File: src/rtl/traffic_phase_sequencer.sv
// Timed phase source: walks NS_GREEN -> NS_AMBER -> EW_GREEN -> EW_AMBER on prescaled ticks,
// with a latched pedestrian request allowed to cut a green short after its minimum dwell.
module traffic_phase_sequencer #(
  parameter int unsigned TICK_DIV    = 1000,
  parameter int unsigned T_GREEN     = 20,
  parameter int unsigned T_AMBER     = 3,
  parameter int unsigned T_MIN_GREEN = 5,
  parameter int unsigned CW          = 16
) (
  input  logic          clk,
  input  logic          rst_n,
  input  logic          en,
  input  logic          ped_req,
  output logic          step_bit,
  output logic [1:0]    phase,
  output logic          amber,
  output logic [CW-1:0] remaining,
  output logic          ped_ack
);

  localparam int unsigned   PW         = (TICK_DIV > 1) ? $clog2(TICK_DIV) : 1;
  localparam logic [PW-1:0] PRESC_LAST = PW'(TICK_DIV - 1);
  localparam logic [CW-1:0] GREEN_T    = CW'(T_GREEN);
  localparam logic [CW-1:0] AMBER_T    = CW'(T_AMBER);
  localparam logic [CW-1:0] MIN_GREEN  = CW'(T_MIN_GREEN);

  typedef enum logic [1:0] {
    NS_GREEN = 2'd0,
    NS_AMBER = 2'd1,
    EW_GREEN = 2'd2,
    EW_AMBER = 2'd3
  } phase_t;

  phase_t        state;
  phase_t        next_state;
  logic [PW-1:0] presc;
  logic          ped_pending;
  logic          tick;
  logic          in_green;
  logic          early_out;
  logic          advance;

  // Elapsed green ticks are T_GREEN - remaining; remaining never exceeds T_GREEN in green.
  always_comb begin
    tick       = en && (presc == PRESC_LAST);
    in_green   = ~state[0];
    early_out  = in_green && ped_pending && ((GREEN_T - remaining) >= MIN_GREEN);
    advance    = tick && ((remaining == CW'(1)) || early_out);
    next_state = phase_t'(state + 2'd1);
  end

  always_ff @(posedge clk or negedge rst_n) begin
    if (!rst_n) begin
      state       <= NS_GREEN;
      step_bit    <= 1'b0;
      amber       <= 1'b0;
      remaining   <= GREEN_T;
      presc       <= '0;
      ped_pending <= 1'b0;
      ped_ack     <= 1'b0;
    end else begin
      if (en) presc <= (presc == PRESC_LAST) ? '0 : presc + PW'(1);
      // A green ending with a request pending consumes it; a same-cycle request re-arms it.
      ped_ack     <= advance && in_green && ped_pending;
      ped_pending <= ped_req || (ped_pending && !(advance && in_green));
      if (advance) begin
        state     <= next_state;
        step_bit  <= next_state[0];
        amber     <= next_state[0];
        remaining <= next_state[0] ? AMBER_T : GREEN_T;
      end else if (tick) begin
        remaining <= remaining - CW'(1);
      end
    end
  end

  assign phase = state;

endmodule

File: config.mk
export PLATFORM = sky130hd
export DESIGN_NAME = traffic_phase_sequencer
export DESIGN_NICKNAME = d
export VERILOG_FILES = /design/src/rtl/traffic_phase_sequencer.sv
export SDC_FILE = /design/constraint.sdc
export NUM_CORES = 1
export LEC_CHECK = 0
export CAP_MARGIN = 30
export CORE_MARGIN = 2
export CORE_UTILIZATION = 40
export CTS_CLUSTER_SIZE = 10
export DETAILED_ROUTE_END_ITERATION = 7
export SKIP_CTS_REPAIR_TIMING = 1
export SYNTH_ARGS = -nofsm -noshare
export SYNTH_HDL_FRONTEND = slang
export SYNTH_SLANG_ARGS = --single-unit
export TNS_END_PERCENT = 100
File: constraint.sdc
create_clock -name clk -period 5.9 [get_ports clk]
set_input_delay 0.59 -clock clk [delete_from_list [all_inputs] [get_ports clk]]
set_output_delay 0.59 -clock clk [all_outputs]
set_load 0.01 [all_outputs]
==> metrics <==
Max-cap violations=0; share of cells above drive strength 1=14.4%; NetSw=122 µW; vias in the first global route=around 1600; multiplexer area fraction after synthesis=1.93%; number of distinct library cells after synthesis=a little under 50; die area=slightly below 6000 µm²; non-filler instance count after layout=320; top cell type by total area after synthesis=dfrtp_1; Seq/Total Area, Yosys=36.3%; synthesis-to-layout area growth=16.4%; Setup Crit Path Kind=in -> reg; clock buffer depth=2; CP max-delay cell=clkdlybuf4s50_1; Synth Area in Simple Gates=approximately 26%; most frequent cells in the layout=28 x dfrtp_1, 24 x nand2_1, 24 x clkdlybuf4s50_1; largest family of logic cells by synthesized area=simple AND/OR/NAND/NOR gates; Layout Nets=257; number of synthesis warnings=0; area occupied by multi-input gates=1200 µm²; Worst-Margin Slew=709 ps; Critical path buffers and inverters=1; Routed WL=4.68 mm; H-tree depth=2; top cell type's share of synthesized area=approximately a third; Worst-Skew Late Latency=280 ps; logic gate share of total power=8.3%; clock skew=around 5.7 ps; starting DRC count in detailed routing=140; core area=approximately 5100 µm²; dpl hpwl=3.28 mm; RSZ-0062 raised after global routing=false; DRC viols=0; largest net degree at the start of global routing=31; final setup TNS=0 ps; switch share=26.8%; Max Slew Vio Count=0; I/O Buffers=24; clock network power share=39.2%; Clock Sinks=30; WP data arrival=around 3000 ps; Power Dens Cells=188 nW/µm²; CTS tree=built; average size of a mapped cell=~8.8 µm²; Max IR drop VDD=0.000180 V; placed insts=312; HP Class=reg -> reg; DR pass1 iterations=4; Clock Tree Root=clkbuf_8; share of power burned in registers=52.6%; Overflow after GRT=0; first-pass GRT wire length=8.05 mm; Filler Cells Inserted=496; Final period util=about 47%; die width=roughly 76 µm; CTS Buf Count=5; commonest non-fill, non-tap cell in the layout=dfrtp_1; Antenna Cells=0; top-level I/O count=25; initial antenna violation count=0; Clock Pin Slew Worst Setup and Hold Paths=70 ps; Overall Global Routing Usage=17.2%; XOR/XNOR Fraction of Synth Area=9.28%; Worst setup EP type=flip-flop; Worst setup SP type=primary input; Die Span Y=between 70 and 80 µm; count of mapped cells out of synthesis=236; WL/cell=14.6 µm; Max Fclk=0.362 GHz; leakage power=0.000967 µW; Core Rows=26; remaining antenna violation count=0; Synth area leaders=dfrtp_1 34%, xnor2_1 5.1%, nand2_1 4.3%, a21oi_2 4.2%, xor2_1 4.2%; status=finished, final reports clean; Compound-Gate Fraction of Synth Area=a little under a fifth; EDFF count, synth=0; Post-Synthesis Cell Area=a little over 2000 µm²; Vias=1706; CP peak stage delay=630 ps; Worst EP required=between 6000 and 7000 ps; initial core utilization=40.9%; vias per cell=between 5 and 6; Top delay family on crit path=simple AND/OR/NAND/NOR gates; Final setup viols=0; Syn Nets=244; fin crit period=2760 ps; Final Hold Vio Count=0; GP Congestion=0.797; Primary FF master, synth=dfrtp_1; cells along the critical path=clkdlybuf4s50_1 -> nand4_1 -> or3_1 -> nor3b_1 -> nand3_1 -> xor2_1 -> a21oi_2; FF+latch count, synth=30; register area=753 µm²; CP Max Fanout=15; Post-Synth Adder-Cell Area=about 2.4%; Internal Pwr Total=around 330 µW; ys async rst share=100%; Worst slew margin=52.4%
## sequential cells by signal, summed over array words and instances (netlist names)
register / cells
ped_pending: 1
ped_ack: 1
phase: 2
remaining: 16
presc: 10
## synthesized netlist by cell type, types with 3 or more instances
library cell   n
nand2b_1       3
ha_1           4
clkbuf_1      16
nand4_1        4
a31o_2         3
xnor2_1       12
nor4_1         5
nand2_1       24
a21oi_1       12
or2_2          3
nor3_1        10
o21ai_0       11
nand3_1       10
nor3b_1        3
nor2_1        15
a21oi_2       10
a211oi_1       3
o31ai_1        4
inv_1          7
dfrtp_1       28
mux2i_1        4
xor2_1        10
## layout make-up
cell class / count / area share (%)
tap: 70 / 3.62
multi-input combinational: 178 / 49.5
sequential: 30 / 31.1
clock buffer: 6 / 3.41
clock inverter: 2 / 0.517
timing repair buffer: 27 / 10.8
inverter: 7 / 1.09
## cell families (layout without fill, tap and decap cells)
| kind of cell | after synthesis | after routing |
|---|---|---|
| flops | 30 | 30 |
| mux | 4 | 4 |
| buf+inv | 28 | 42 |
| compound gates | 54 | 54 |
| fa+ha+maj | 4 | 4 |
| simple gates | 94 | 94 |
| xor+xnor | 22 | 22 |
## worst register-to-register path, stage by stage (launching register included)
cell	delay, ps
dfrtp_1	530
nor4_1	540
nor4b_2	500
a21o_1	180
nand4_1	130
or4_4	590
a21oi_1	180
## final timing paths
check | startpoint | end | slack, ps | cells past startpoint
min | phase[1] | phase[1] | 470 | 1
min reg2reg | phase[1] | phase[1] | 470 | 1
max in group asynchronous | rst_n | remaining[2] | 4880 | 2
min in group asynchronous | rst_n | presc[9] | 690 | 2
max reg2reg | remaining[6] | remaining[6] | 3170 | 6
max | en | remaining[12] | 3140 | 7
## power by group through the flow
stage                     combinational [µW]  sequential [µW]  clock, µW
final                                   37.6              240        178
after global routing                    43.9              242        190
after floorplan                         26.9              239          0
after CTS                               38.8              240        182
after detailed placement                39.1              243          0
after global placement                  37.4              242          0
## per-layer routing
layer	routed length (µm)	track usage [%]	up-vias
li1	-	-	864
met5	0	0	-
met2	1980	25.8	31
met4	59	4.91	0
met3	144	3.55	5
met1	2500	25.0	806
## stage by stage
stage	power, µW	worst slack [ps]	instance area, µm²	hold slack [ps]	utilization (%)
finish	456	3140	2420	470	47.7
global route	475	2970	2420	507	47.7
CTS	460	3140	2420	475	47.7
detailed placement	282	2850	2320	461	45.8
global placement	280	2930	2320	461	45.7
floorplan	266	3300	2080	294	-
Power figures use the tool's default switching activity.
